`config.mk`:
```
export PLATFORM = sky130hd
export DESIGN_NAME = rej_ntt_sampler
export DESIGN_NICKNAME = d
export VERILOG_FILES = /design/src/rtl/dil_pkg.sv /design/src/rtl/rej_gearbox.sv /design/src/rtl/rej_ntt_sampler.sv
export SDC_FILE = /design/constraint.sdc
export NUM_CORES = 1
export LEC_CHECK = 0
export ABC_AREA = 0
export CORE_MARGIN = 4
export CORE_UTILIZATION = 63
export DETAILED_ROUTE_END_ITERATION = 10
export PLACE_DENSITY = 0.92
export RECOVER_POWER = 100
export SLEW_MARGIN = 30
export SYNTH_ARGS = -nofsm -noshare
export SYNTH_HDL_FRONTEND = slang
export SYNTH_HIERARCHICAL = 1
export SYNTH_SLANG_ARGS = --single-unit
```
`constraint.sdc`:
```
create_clock -name clk -period 8.3 [get_ports clk]
set_input_delay 1.245 -clock clk [delete_from_list [all_inputs] [get_ports clk]]
set_output_delay 1.245 -clock clk [all_outputs]
set_load 0.02 [all_outputs]
```
`src/rtl/dil_pkg.sv`:
```
// dil_pkg: shared Dilithium constants, FSM state and index types for the sampler path.
package dil_pkg;
  localparam int DATA_OUT_BITS = 64;
  localparam int N = 256;
  localparam int Q = 8380417;
  localparam int COEF_W = 23;
  localparam int CAND_W = 24;
  localparam int BUF_W = 128;
  localparam int IDX_W = $clog2(N);
  localparam int FILL_W = $clog2(BUF_W) + 1;
  typedef enum logic [1:0] {IDLE, RUN, DRAIN} state_t;
  typedef logic [IDX_W-1:0] idx_t;
  typedef logic [IDX_W:0] cnt_t;
endpackage

```
`src/rtl/rej_gearbox.sv`:
```
// rej_gearbox: 64-bit squeeze words in, 24-bit candidates out, LSB-aligned bit buffer.
module rej_gearbox
  import dil_pkg::*;
(
  input  logic                     clk,
  input  logic                     rst_n,
  input  logic                     clr,
  input  logic                     run,
  input  logic                     take,
  input  logic [DATA_OUT_BITS-1:0] sq_data,
  input  logic                     sq_valid,
  output logic                     sq_ready,
  output logic                     has_cand,
  output logic [COEF_W-1:0]        cand
);
  logic [BUF_W-1:0] buf_q, buf_s, buf_n;
  logic [FILL_W-1:0] fill, fill_s, fill_n;
  logic append;
  always_comb begin
    append = run && sq_valid && !clr;
    buf_s = take ? buf_q >> CAND_W : buf_q;
    fill_s = take ? fill - FILL_W'(CAND_W) : fill;
    buf_n = append ? buf_s | (BUF_W'(sq_data) << fill_s) : buf_s;
    fill_n = append ? fill_s + FILL_W'(DATA_OUT_BITS) : fill_s;
  end
  always_ff @(posedge clk or negedge rst_n)
    if (!rst_n) begin
      buf_q <= '0;
      fill <= '0;
    end else if (clr) begin
      buf_q <= '0;
      fill <= '0;
    end else begin
      buf_q <= buf_n;
      fill <= fill_n;
    end
  // Headroom of one word covers the sponge's one-cycle ready-to-valid latency.
  assign sq_ready = run && (fill + (sq_valid ? FILL_W'(DATA_OUT_BITS) : '0) <= FILL_W'(DATA_OUT_BITS));
  assign has_cand = fill >= FILL_W'(CAND_W);
  assign cand = buf_q[COEF_W-1:0];
  assert property (@(posedge clk) disable iff (!rst_n) fill <= FILL_W'(BUF_W));
endmodule

```
`src/rtl/rej_ntt_sampler.sv`:
```
// rej_ntt_sampler: RejNTTPoly rejection sampler reading the SHAKE128 squeeze stream.
module rej_ntt_sampler
  import dil_pkg::*;
(
  input  logic                     clk,
  input  logic                     rst_n,
  input  logic                     start,
  input  logic [DATA_OUT_BITS-1:0] sq_data,
  input  logic                     sq_valid,
  output logic                     sq_ready,
  output logic [COEF_W-1:0]        coef,
  output idx_t                     coef_idx,
  output logic                     coef_valid,
  input  logic                     coef_ready,
  output logic                     busy,
  output logic                     done
);
  state_t state, state_n;
  cnt_t cnt;
  logic run, has_cand, take, acc, hs;
  logic [COEF_W-1:0] cand;
  rej_gearbox u_gb (
    .clk(clk), .rst_n(rst_n), .clr(start), .run(run), .take(take),
    .sq_data(sq_data), .sq_valid(sq_valid), .sq_ready(sq_ready),
    .has_cand(has_cand), .cand(cand)
  );
  assign hs = coef_valid && coef_ready;
  assign take = run && has_cand && (!coef_valid || coef_ready);
  assign acc = take && (cand < COEF_W'(Q));
  always_ff @(posedge clk or negedge rst_n)
    if (!rst_n) state <= IDLE;
    else state <= state_n;
  always_comb begin
    state_n = start ? RUN
            : state == IDLE ? IDLE
            : state == RUN ? ((acc && cnt == cnt_t'(N - 1)) ? DRAIN : RUN)
            : (hs ? IDLE : DRAIN);
  end
  always_comb begin
    run = state == RUN;
    busy = state != IDLE;
    done = state == DRAIN && hs && !start;
  end
  always_ff @(posedge clk or negedge rst_n)
    if (!rst_n) begin
      cnt <= '0;
      coef <= '0;
      coef_idx <= '0;
      coef_valid <= 1'b0;
    end else if (start) begin
      cnt <= '0;
      coef_valid <= 1'b0;
    end else if (acc) begin
      coef <= cand;
      coef_idx <= idx_t'(cnt);
      coef_valid <= 1'b1;
      cnt <= cnt + 1'b1;
    end else if (hs) begin
      coef_valid <= 1'b0;
    end
endmodule

```
; Yosys cells after proc, flatten, opt, wreduce, memory -nomap -nowiden
; Index checks and enable logic that the tools add are counted.
[word_totals]
regBits = 179
latchBits = 0
ramBits = 0
romBits = 0
input_bits = 69
out_inout_bits = 35
elab_cells = 55
memories = 0
[op_classes]
addsub = 4
n_mul = 0
n_div = 0
magnitude_cmp = 3
eq_ne = 3
shift = 1
muxes = 17
bitwise_logic = 2
reduce_logical = 18
[op_table]
columns = op, n
row1 = two-way mux 128 bit, 3
row2 = bitwise OR 128 bit, 1
row3 = left shift 64 x 8 -> 128 bit, 1
row4 = two-way mux 8 bit, 3
row5 = "< comparator 23 bit, second input constant", 1
row6 = two-way mux 9 bit, 2
row7 = logical AND 1 bit, 10
row8 = two-way mux 2 bit, 5
row9 = "adder 9 x 1 -> 9 bit, second input constant", 1
row10 = "equality test 9 x 8 -> 1 bit, second input constant", 1
row11 = "adder 8 x 7 -> 8 bit, second input constant", 1
row12 = adder 8 bit, 1
row13 = ">= comparator 8 x 5 -> 1 bit, second input constant", 1
row14 = "less-or-equal comparator 8 x 7 -> 1 bit, second input constant", 1
row15 = "subtractor 8 x 5 -> 8 bit, second input constant", 1
row16 = two-way mux 7 bit, 1
row17 = nonzero test 2 bit, 2
row18 = two-way mux 1 bit, 3
row19 = nonzero test 3 bit, 1
row20 = "equality test 2 x 1 -> 1 bit, second input constant", 1
row21 = "equality test 2 bit, second input constant", 1
row22 = zero test 1 bit, 2
row23 = zero test 2 bit, 1
row24 = AND reduction 2 bit, 1
row25 = 2 further kinds, 2

; Longest topological paths before layout
; Gate-level depths: netlist (run 1).
[logic_depth]
depth_word = 9
mapped_depth = 14
depth_no_buf = 9

; Cells and area by module
; The synthesis (run 1) kept the hierarchy.
[by_module_without_submodules]
columns = module, n_inst, cells_each, area_each_um2, seq_area_each_um2
row1 = rej_gearbox, 1, 903, 8848.5, 3203.1
row2 = rej_ntt_sampler, 1, 153, 1939.4, 1076.0

; Worst setup path before layout (run 1)
; Ideal clock, no wire load.
[synth_path]
path_type = input port to flip-flop
from = input port coef_ready
to = register u_gb.buf_q[100]
setup_ns = 0.136
t_arrival_ns = 3.469
required_ns = 8.164
slack_ns = 4.694
path_stages = 10
n_path_buf = 2
path_cell_list = nand2b_1 -> nand3_1 -> inv_1 -> buf_6 -> nor4b_4 -> mux2i_1 -> a21oi_2 -> buf_2 -> a221oi_1 -> a21oi_1
[synth_between]
elab_chain_cells = 7
elab_cells_between_ends = 8
cone_classes = 1 x shift / 4 x mux / 1 x bitwise / 2 x reduce/logical
[synth_rtl]
columns = element, line
row1 = start: declaration, rej_ntt_sampler.sv:14  ; input logic coef_ready,
row2 = logical OR 1 bit *, rej_ntt_sampler.sv:28  ; assign take = run && has_cand && (!coef_valid || coef_ready);
row3 = logical AND 1 bit *, rej_ntt_sampler.sv:28
row4 = named net take, rej_ntt_sampler.sv:20  ; logic run, has_cand, take, acc, hs;
row5 = two-way mux 8 bit, rej_gearbox.sv:22  ; fill_s = take ? fill - FILL_W'(CAND_W) : fill;
row6 = left shift 64 x 8 -> 128 bit, rej_gearbox.sv:23  ; buf_n = append ? buf_s | (BUF_W'(sq_data) << fill_s) : buf_s;
row7 = bitwise OR 128 bit, rej_gearbox.sv:23
row8 = two-way mux 128 bit *, rej_gearbox.sv:23
row9 = two-way mux 128 bit *, rej_gearbox.sv:30  ; end else if (clr) begin
row10 = end signal: assignment, rej_gearbox.sv:34  ; buf_q <= buf_n;
row11 = end: declaration, rej_gearbox.sv:16  ; logic [BUF_W-1:0] buf_q, buf_s, buf_n;
; The timed path passes the listed nets; every way through them passes the cells marked *.
; A chain may end at the register's enable or synchronous reset.

; Worst setup path in the final report (run 1)
[layout_path]
from = input port start
to = register u_gb.buf_q[106]
[layout_between]
elab_chain_cells = 4
[layout_rtl]
columns = element, line
row1 = start: declaration, rej_ntt_sampler.sv:7  ; input logic start,
row2 = zero test 1 bit, rej_gearbox.sv:20  ; append = run && sq_valid && !clr;
row3 = logical AND 1 bit, rej_gearbox.sv:20
row4 = two-way mux 128 bit, rej_gearbox.sv:23
row5 = two-way mux 128 bit *, rej_gearbox.sv:30
; Every way passes the cells marked *; elsewhere a longest branch is shown, timed or not.

==> run summary, run 1 <==
Mapped Nets: 1,129
Met2 usage: 49.83%
Mean post-synth cell area: 10.22 um2
Min cycle time layout: 6.807 ns
Final Non-Filler Cells: 1,316
Crit-path max cell delay: 2.69 ns
Register bit total from synthesis: 171
Max-cap viol count: 7
RSZ-0062 raised after global routing: false
Fmax: 146.9 MHz
Ant. Diodes: 0
Final instance area: 0.01220 mm2
Yosys cell types: 68
Least-Margin Pin Slew: 3.900 ns
Top-count cell post-synth: mux2i_1
CP dominant cell by count: clkbuf_1
Main combinational cell family by area after synthesis: multiplexers
Sequential share of the synthesized area: 39.67%
Pre-Repair DR Iteration Count: 7
Fin nets: 1,156
Post-synth ARST share: 100.0%
Routed Antenna Nets: 0
Placed cell area: 0.01166 mm2
Hold-fix buffers at CTS: 0
Dominant synthesized flop cell: dfrtp_1
Max Root-Sink Buffers: 2
Std cell rows: 47
Proportion of synthesized area in mux cells: 24.48%
Worst path slowest cell: clkbuf_1
Tcrit/Tclk final: 82.02%
Resized cells post-CTS: 0
Synth top area share: 39.67%
DR vias: 9,729
Vias in the first global route: 9,521
CP cell instances: clkbuf_1, clkbuf_1, nor2_1, nand2_1, o221ai_1
Gpl congestion: 0.9471
Initial Util: 64.59%
Post-DR wirelength/cell: 25.48 um
Fillcell total: 1,136
Commonest cells post-synth: 175 x mux2i_1, 171 x dfrtp_1, 92 x nand2_1
Final Util: 73.07%
CTS tree: yes
Die ar.: 0.01928 mm2
Compound-Gate Fraction of Synth Area: 16.96%
Post-Route WL: 33,530 um
Pins Over Slew Limit: 279
Starting DRT DRC Count: 1,830
DRC violations left: 0
Grt met1 use: 45.49%
Synth Warn #: 6
H-tree depth: 4
Most used routing layer: met2
Maximum vdd ir drop: 0.0004783 V
Leakage: 5.389 nW
Relative slew slack: -160.0%
Setup crit end kind: flop
Cell count after synthesis: 1,056
Setup ws final: 1.493 ns
Pin count of the biggest net entering global routing: 107
Pwr dens: 472.3 mW/mm2
CTS root buffer: clkbuf_16
Syn-to-layout area delta: 13.12%
Worst Path Required: 8.52 ns
Chip width: 138.9 um
Final setup violation count: 0
Die Height: 138.9 um
Status: finished with violations
Clock Skews: 0.006917 ns
Grt met3 use: 10.28%
Place WS: 2.762 ns
Io pins: 104
Worst path arrival time: 7.03 ns
Violated checks: capacitance limit, slew limit
Area contributors post-synth: dfrtp_1 40%, mux2i_1 16%, mux2_2 4.7%
Final TNS setup: 0 ns
Leading area contributor after synthesis: dfrtp_1
Post-placement cell count: 1,283
Final global-route overflow total: 0
Total GRT Usage: 34.09%
WS Path Type: in2reg
XOR/XNOR Fraction of Synth Area: 0.9627%
First-pass GRT wire length: 52,500 um
Hold crit path type: reg2reg
CTS Buf Count: 17
DR vias/cell: 7.393
Setup crit start kind: input pin
Synthesized area: 0.01079 mm2
Critical path peak fanout: 85
EDFF count, synth: 0
Initial antenna violation count: 1
# clock sinks: 171
Post-DP HPWL: 21,270 um
Final Hold Vio Count: 0
Clk pin slew, worst setup/hold paths: 0.06 ns
Post CTS Setup Buffer Count: 0
Clk Latency, worst-skew pair: 0.44 ns
Port bufs: 103
Layout cells sized above 1: 10.49%
Synth Area in Adders: 0.4639%
Synth Area in Simple Gates: 11.17%
Placeable Area: 0.01670 mm2
## routing by layer
metal	wire, um	vias to the layer above	share of wire [%]
met5	0	-	0
li1	-	4008	-
met2	14620	930	44
met3	4707	254	14
met1	11980	4537	36
met4	2223	0	6.6
## cell usage in the layout (no fill, tap or decap), drive strengths merged, types with 22 or more instances in the layout
cell           synthesis  layout
clkdlybuf4s50          0      67
clkbuf                36      27
a21oi                 76      76
mux2                  47      47
dlygate4sd3            0      34
mux2i                175     175
a221oi                22      22
nor2                  32      32
o22ai                 41      41
o21ai                 28      28
dfrtp                171     171
nand2                 92      92
## per-stage QoR
stage,hold slack [ns],power (mW)
after global routing,0.5032,5.959
after floorplan,0.4424,3.930
after global placement,0.4566,4.669
after detailed placement,0.4684,4.780
final,0.4795,5.763
after CTS,0.4829,5.617
## worst max-delay path: cells and delay by family
| family | cells | cell delay (ns) |
|---|---|---|
| compound gates | 1 | 0.19 |
| buf+inv | 2 | 4.54 |
| simple gates | 2 | 1.00 |
## flip-flops by register name, indices dropped and copies added, names as in the netlist
register and flops:
coef_idx 8, coef_valid 1, coef 23, cnt 9, u_gb/buf_q 123, state 2, u_gb/fill 5
## logic make-up (layout without fill, tap and decap cells)
group	Yosys count	count (layout)
compound gates	272	272
xor+xnor	8	8
fa+ha+maj	4	4
buf+inv	124	164
flops	171	171
mux	238	238
simple gates	239	239
## final timing paths
check,start,endpoint,slack [ns],cells after the start
max,start,u_gb/buf_q[106]$_DFF_PN0_,1.49,5
min reg2reg,coef[13]$_DFFE_PN0P_,coef[13]$_DFFE_PN0P_,0.48,1
max reg2reg,u_gb/fill[3]$_DFF_PN0_,u_gb/buf_q[3]$_DFF_PN0_,2.10,11
min in group asynchronous,rst_n,u_gb/fill[4]$_DFF_PN0_,0.88,1
max in group asynchronous,rst_n,u_gb/buf_q[6]$_DFF_PN0_,3.59,2
min,coef[13]$_DFFE_PN0P_,coef[13]$_DFFE_PN0P_,0.48,1
## cell type report
cell class	instances	area (um2)	area share [%]
multi-input cells	761	5846	47.90
flip-flops and latches	171	4279	35.07
repair buffers	120	1157	9.484
clock buffers	20	456.7	3.742
well taps	220	275.3	2.256
clock inverters	12	138.9	1.138
inverters	12	50.05	0.4101
## power breakdown
part	internal, mW	switching, mW	leakage [nW]
Sequential	1.06	0.202	2.35
Clock	0.461	0.345	0.279
Combinational	1.38	2.31	2.76
Total	2.91	2.86	5.39
No activity file was read; power rests on OpenSTA's default activity.
==> run 2: changes to the inputs <==
Settings changed: CORE_UTILIZATION 63 to 58, PLACE_DENSITY 0.92 to 0.86.
Clock period 8.3 ns to 6.7 ns, I/O delays scaled along.
==> run summary, run 2 (synthesis gave the netlist of run 1 again) <==
Status: finished with violations (unchanged)
Pwr dens: 582.5 mW/mm2 (was 472.3 mW/mm2)
Clk Latency, worst-skew pair: 0.43 ns (was 0.44 ns)
R2R setup slack: 0.82 ns (was 2.10 ns)
Least-Margin Pin Slew: 4.304 ns (was 3.900 ns)
Post-DP HPWL: 21,880 um (was 21,270 um)
Port bufs: 103 (unchanged)
CTS root buffer: clkbuf_16 (unchanged)
Vias in the first global route: 9,365 (was 9,521)
Gpl congestion: 0.9394 (was 0.9471)
Hold-fix buffers at CTS: 0 (unchanged)
Setup crit end kind: flop (unchanged)
DR vias/cell: 7.173 (was 7.393)
Placed cell area: 0.01171 mm2 (was 0.01166 mm2)
CTS Buf Count: 17 (unchanged)
Routed Antenna Nets: 0 (unchanged)
First-pass GRT wire length: 52,010 um (was 52,500 um)
Worst Path Required: 7.02 ns (was 8.52 ns)
DRC violations left: 0 (unchanged)
Placeable Area: 0.01815 mm2 (was 0.01670 mm2)
Post-DR wirelength/cell: 25.04 um (was 25.48 um)
Layout cells sized above 1: 10.98% (was 10.49%)
Chip width: 144.4 um (was 138.9 um)
Fmax: 170.2 MHz
Std cell rows: 49 (was 47)
Ant. Diodes: 0 (unchanged)
Post-Route WL: 33,330 um (was 33,530 um)
Initial antenna violation count: 0 (was 1)
Syn-to-layout area delta: 13.40% (was 13.12%)
Final instance area: 0.01223 mm2 (was 0.01220 mm2)
Post CTS Setup Buffer Count: 0 (unchanged)
Setup crit start kind: flop (was input pin)
Largest register by flop count: u_gb/buf_q (unchanged)
Starting DRT DRC Count: 1,520 (was 1,830)
Biggest registers after layout: u_gb/buf_q x123, coef x23, cnt x9 (unchanged)
Final setup violation count: 0 (unchanged)
Leading cell types in the layout, fill and taps excluded: 175 x mux2i_1, 171 x dfrtp_1, 92 x nand2_1 (was 174 x mux2i_1, 171 x dfrtp_1, 92 x nand2_1)
Tcrit/Tclk final: 87.71%
Final Hold Vio Count: 0 (unchanged)
Clk pin slew, worst setup/hold paths: 0.06 ns (about the same)
Total GRT Usage: 32.29% (was 34.09%)
Critical path peak fanout: 73 (was 85)
WS Path Type: reg2reg (was in2reg)
Fin nets: 1,162 (was 1,156)
CTS tree: yes (unchanged)
Final Util: 67.41% (was 73.07%)
DR vias: 9,547 (was 9,729)
Max-cap viol count: 4 (was 7)
Final global-route overflow total: 0 (unchanged)
Initial Util: 59.45% (was 64.59%)
Resized cells post-CTS: 0 (unchanged)
Final TNS setup: 0 ns (unchanged)
Relative slew slack: -187.0% (was -160.0%)
# clock sinks: 171 (unchanged)
Violated checks: capacitance limit, slew limit (unchanged)
Pin count of the biggest net entering global routing: 80 (was 107)
Setup ws final: 0.8237 ns (was 1.493 ns)
Worst path arrival time: 6.20 ns (was 7.03 ns)
Clock Skews: 0.006919 ns (was 0.006917 ns)
Die Height: 144.4 um (was 138.9 um)
RSZ-0062 raised after global routing: false (unchanged)
Commonest non-fill, non-tap cell in the layout: mux2i_1 (unchanged)
Die ar.: 0.02085 mm2 (was 0.01928 mm2)
Maximum vdd ir drop: 0.0003746 V (was 0.0004783 V)
Place WS: 1.380 ns (was 2.762 ns)
Max Root-Sink Buffers: 2 (unchanged)
Hold Slack: 0.4815 ns (was 0.4795 ns)
Hold crit path type: reg2reg (unchanged)
Min cycle time layout: 5.876 ns
Fillcell total: 1,426 (was 1,136)
Pre-Repair DR Iteration Count: 6 (was 7)
H-tree depth: 4 (unchanged)
Max reg flops: 123 (unchanged)
Pins Over Slew Limit: 188 (was 279)
Io pins: 104 (unchanged)
Leakage: 5.417 nW (was 5.389 nW)
## run 2: changes by cell type in the layout (fill, tap and decap cells not counted), sizes merged
cell,delta
buf,+5
clkbuf,+1
clkinv,-2
inv,+2
## run 2: metrics by stage
stage               total power [mW]  cells
finish                         7.126   1331
global route                   7.423   1331
CTS                            6.999   1328
detailed placement             5.959   1296
global placement               5.846   1294
floorplan                      4.869   1056
## run 2: worst max-delay path, stage by stage (launching register included)
cell and delay, ns:
dfrtp_1 0.89, ha_1 0.50, or4_1 0.22, nand3_1 0.32, inv_6 0.71, nor2b_1 0.56, o211ai_1 0.70, a21oi_1 0.93
nand2_1 0.51, o221ai_1 0.38
## run 2: final timing paths
path | startpoint | end | cells after the start
max | u_gb/fill[3]$_DFF_PN0_ | u_gb/buf_q[105]$_DFF_PN0_ | 9
min | coef[17]$_DFFE_PN0P_ | coef[17]$_DFFE_PN0P_ | 1
max reg2reg | u_gb/fill[3]$_DFF_PN0_ | u_gb/buf_q[105]$_DFF_PN0_ | 9
min reg2reg | coef[17]$_DFFE_PN0P_ | coef[17]$_DFFE_PN0P_ | 1
max in group asynchronous | rst_n | u_gb/buf_q[61]$_DFF_PN0_ | 2
min in group asynchronous | rst_n | u_gb/buf_q[74]$_DFF_PN0_ | 1
## run 2: final cells by class
cell class / count / area [um2] / share of cell area, %
sequential: 171 / 4279 / 34.98
multi-input combinational: 761 / 5809 / 47.49
inverter: 12 / 50.05 / 0.4091
clock inverter: 12 / 135.1 / 1.105
tap: 229 / 286.5 / 2.342
timing repair buffer: 126 / 1206 / 9.860
clock buffer: 20 / 466.7 / 3.815
## run 2: report_power, final
part	internal (mW)	leakage [nW]	switching, mW
Combinational	1.73	2.78	2.82
Sequential	1.32	2.35	0.244
Clock	0.582	0.286	0.426
Total	3.63	5.42	3.50
## run 2: metal layers
metal | part of all wire (%) | wire (um) | GRT usage (%)
met1 | 37 | 12260 | 42.61
met2 | 45 | 15140 | 49.31
met3 | 12 | 4119 | 8.135
met4 | 5.4 | 1809 | 16.99
met5 | 0 | 0 | 0
==> run 3: changes to the inputs <==
Settings changed: CORE_UTILIZATION 58 to 65, DONT_BUFFER_PORTS from default to 1, REMOVE_ABC_BUFFERS from default to 1.
==> run summary, run 3 (synthesis gave the netlist of run 1 again) <==
Starting DRT DRC Count: 1,281 (was 1,520)
Relative slew slack: -72.37% (was -187.0%)
Commonest non-fill, non-tap cell in the layout: mux2i_1 (unchanged)
Initial antenna violation count: 0 (unchanged)
Post-DR wirelength/cell: 26.34 um (was 25.04 um)
Setup crit start kind: flop (unchanged)
DRC violations left: 0 (unchanged)
Critical path peak fanout: 57 (was 73)
CP cell instances: ha_1, or4_1, nand3_1, inv_6, buf_4, or3_1, o31ai_1, nor4b_1, buf_4, nand3_1, a21oi_1 (was ha_1, or4_1, nand3_1, inv_6, nor2b_1, o211ai_1, a21oi_1, nand2_1, o221ai_1)
Setup crit end kind: flop (unchanged)
Std cell rows: 46 (was 49)
Final instance area: 0.01121 mm2 (was 0.01223 mm2)
Worst path slowest cell: nor4b_1 (was a21oi_1)
Fmax: 169.6 MHz (was 170.2 MHz)
Largest register by flop count: u_gb/buf_q (unchanged)
Max reg flops: 123 (unchanged)
Clock Skews: 0.009836 ns (was 0.006919 ns)
Leading cell types in the layout, fill and taps excluded: 174 x mux2i_1, 171 x dfrtp_1, 92 x nand2_1 (was 175 x mux2i_1, 171 x dfrtp_1, 92 x nand2_1)
Final Util: 69.84% (was 67.41%)
Tcrit/Tclk final: 88.03% (was 87.71%)
Register area: 0.004279 mm2 (unchanged)
Syn-to-layout area delta: 3.955% (was 13.40%)
Least-Margin Pin Slew: 2.570 ns (was 4.304 ns)
Worst path arrival time: 6.25 ns (was 6.20 ns)
Max-cap viol count: 3 (was 4)
DR vias: 9,032 (was 9,547)
Pin count of the biggest net entering global routing: 172 (was 80)
Max Root-Sink Buffers: 2 (unchanged)
Biggest registers after layout: u_gb/buf_q x123, coef x23, cnt x9 (unchanged)
Gpl congestion: 0.9405 (was 0.9394)
Chip width: 136.8 um (was 144.4 um)
Leakage: 4.942 nW (was 5.417 nW)
Layout cells sized above 1: 11.77% (was 10.98%)
RSZ-0062 raised after global routing: false (unchanged)
Fillcell total: 1,151 (was 1,426)
Final setup violation count: 0 (unchanged)
Hold crit path type: in2async (was reg2reg)
Initial Util: 67.18% (was 59.45%)
Post CTS Setup Buffer Count: 0 (unchanged)
Pre-Repair DR Iteration Count: 7 (was 6)
Ant. Diodes: 0 (unchanged)
Maximum vdd ir drop: 0.0003744 V (was 0.0003746 V)
Status: finished with violations (unchanged)
First-pass GRT wire length: 49,610 um (was 52,010 um)
CTS root buffer: clkbuf_16 (unchanged)
Post-DP HPWL: 19,880 um (was 21,880 um)
H-tree depth: 4 (unchanged)
# clock sinks: 171 (unchanged)
Clk pin slew, worst setup/hold paths: 0.07 ns (was 0.06 ns)
Pwr dens: 619.6 mW/mm2 (was 582.5 mW/mm2)
Post-Route WL: 31,880 um (was 33,330 um)
Final global-route overflow total: 0 (unchanged)
Routed Antenna Nets: 0 (unchanged)
Die Height: 136.8 um (was 144.4 um)
Hold-fix buffers at CTS: 0 (unchanged)
Power Total: 6.948 mW (was 7.126 mW)
WS Path Type: reg2reg (unchanged)
Min cycle time layout: 5.898 ns (was 5.876 ns)
Placed cell area: 0.01063 mm2 (was 0.01171 mm2)
Final TNS setup: 0 ns (unchanged)
Placeable Area: 0.01606 mm2 (was 0.01815 mm2)
Port bufs: 0 (was 103)
Resized cells post-CTS: 0 (unchanged)
Multi-input gate area: 0.005847 mm2 (was 0.005809 mm2)
Pins Over Slew Limit: 39 (was 188)
DR vias/cell: 7.464 (was 7.173)
Fin nets: 1,054 (was 1,162)
Total GRT Usage: 34.45% (was 32.29%)
Worst Path Required: 7.05 ns (was 7.02 ns)
Hold Slack: 0.2757 ns (was 0.4815 ns)
Clk Latency, worst-skew pair: 0.43 ns (about the same)
Crit-path max cell delay: 1.56 ns (was 0.93 ns)
Final Hold Vio Count: 0 (unchanged)
Io pins: 104 (unchanged)
Vias in the first global route: 8,976 (was 9,365)
Die ar.: 0.01872 mm2 (was 0.02085 mm2)
CTS tree: yes (unchanged)
CTS Buf Count: 17 (unchanged)
Violated checks: capacitance limit, slew limit (unchanged)
## run 3: cell count changes in the layout (fill, tap and decap cells not counted), sizes merged
cell | before | now
clkinvlp | 4 | 1
inv | 16 | 13
bufinv | 2 | 3
buf | 17 | 14
clkbuf | 28 | 26
clkinv | 2 | 5
dlygate4sd3 | 34 | 0
clkdlybuf4s50 | 67 | 0
## run 3: where the power goes
part / switching, mW / internal [mW] / leakage, nW
Combinational: 2.65 / 1.62 / 2.30
Clock: 0.412 / 0.617 / 0.300
Sequential: 0.326 / 1.31 / 2.35
Total: 3.39 / 3.56 / 4.94
## run 3: metal layers
| layer | up-vias | share of wire [%] | track usage, % |
|---|---|---|---|
| met5 | - | 0 | 0 |
| met1 | 4356 | 36 | 43.53 |
| met2 | 693 | 45 | 52.74 |
| li1 | 3798 | - | - |
| met4 | 0 | 5.9 | 17.13 |
| met3 | 185 | 14 | 12.21 |
## run 3: worst paths after layout
check                                                from                   endpoint  slack, ns  cells past startpoint
worst max-delay path               u_gb/fill[3]$_DFF_PN0_    u_gb/buf_q[5]$_DFF_PN0_       0.80                     11
worst min-delay path                                rst_n        coef[7]$_DFFE_PN0P_       0.28                      0
worst max register to register     u_gb/fill[3]$_DFF_PN0_    u_gb/buf_q[5]$_DFF_PN0_       0.80                     11
worst min register to register  u_gb/buf_q[123]$_DFF_PN0_  u_gb/buf_q[123]$_DFF_PN0_       0.48                      2
max in group asynchronous                           rst_n   u_gb/buf_q[39]$_DFF_PN0_       6.02                      0
min in group clk                u_gb/buf_q[123]$_DFF_PN0_  u_gb/buf_q[123]$_DFF_PN0_       0.48                      2
## run 3: final cells by class
| cell class | instances | share of cell area [%] |
|---|---|---|
| clock buffers | 22 | 4.228 |
| clock inverters | 10 | 1.238 |
| inverters | 12 | 0.4463 |
| multi-input cells | 761 | 52.14 |
| flip-flops and latches | 171 | 38.16 |
| well taps | 216 | 2.410 |
| repair buffers | 18 | 1.383 |
## run 3: critical path: cells and delay by family, from the launching register on
kind	cells	cell delay (ns)
AO/OA/AOI/OAI	2	0.39
buffers and inverters	3	1.11
AND/OR/NAND/NOR	5	3.08
flip-flops	1	0.71
adder cells (fa/ha/maj)	1	0.53
## run 3: stage by stage
step	cells	setup WS, ns
6_report	1210	0.8020
5_1_grt	1210	0.5164
4_1_cts	1209	1.395
3_5_place_dp	1177	1.398
3_3_place_gp	1177	1.566
2_1_floorplan	944	-1.570
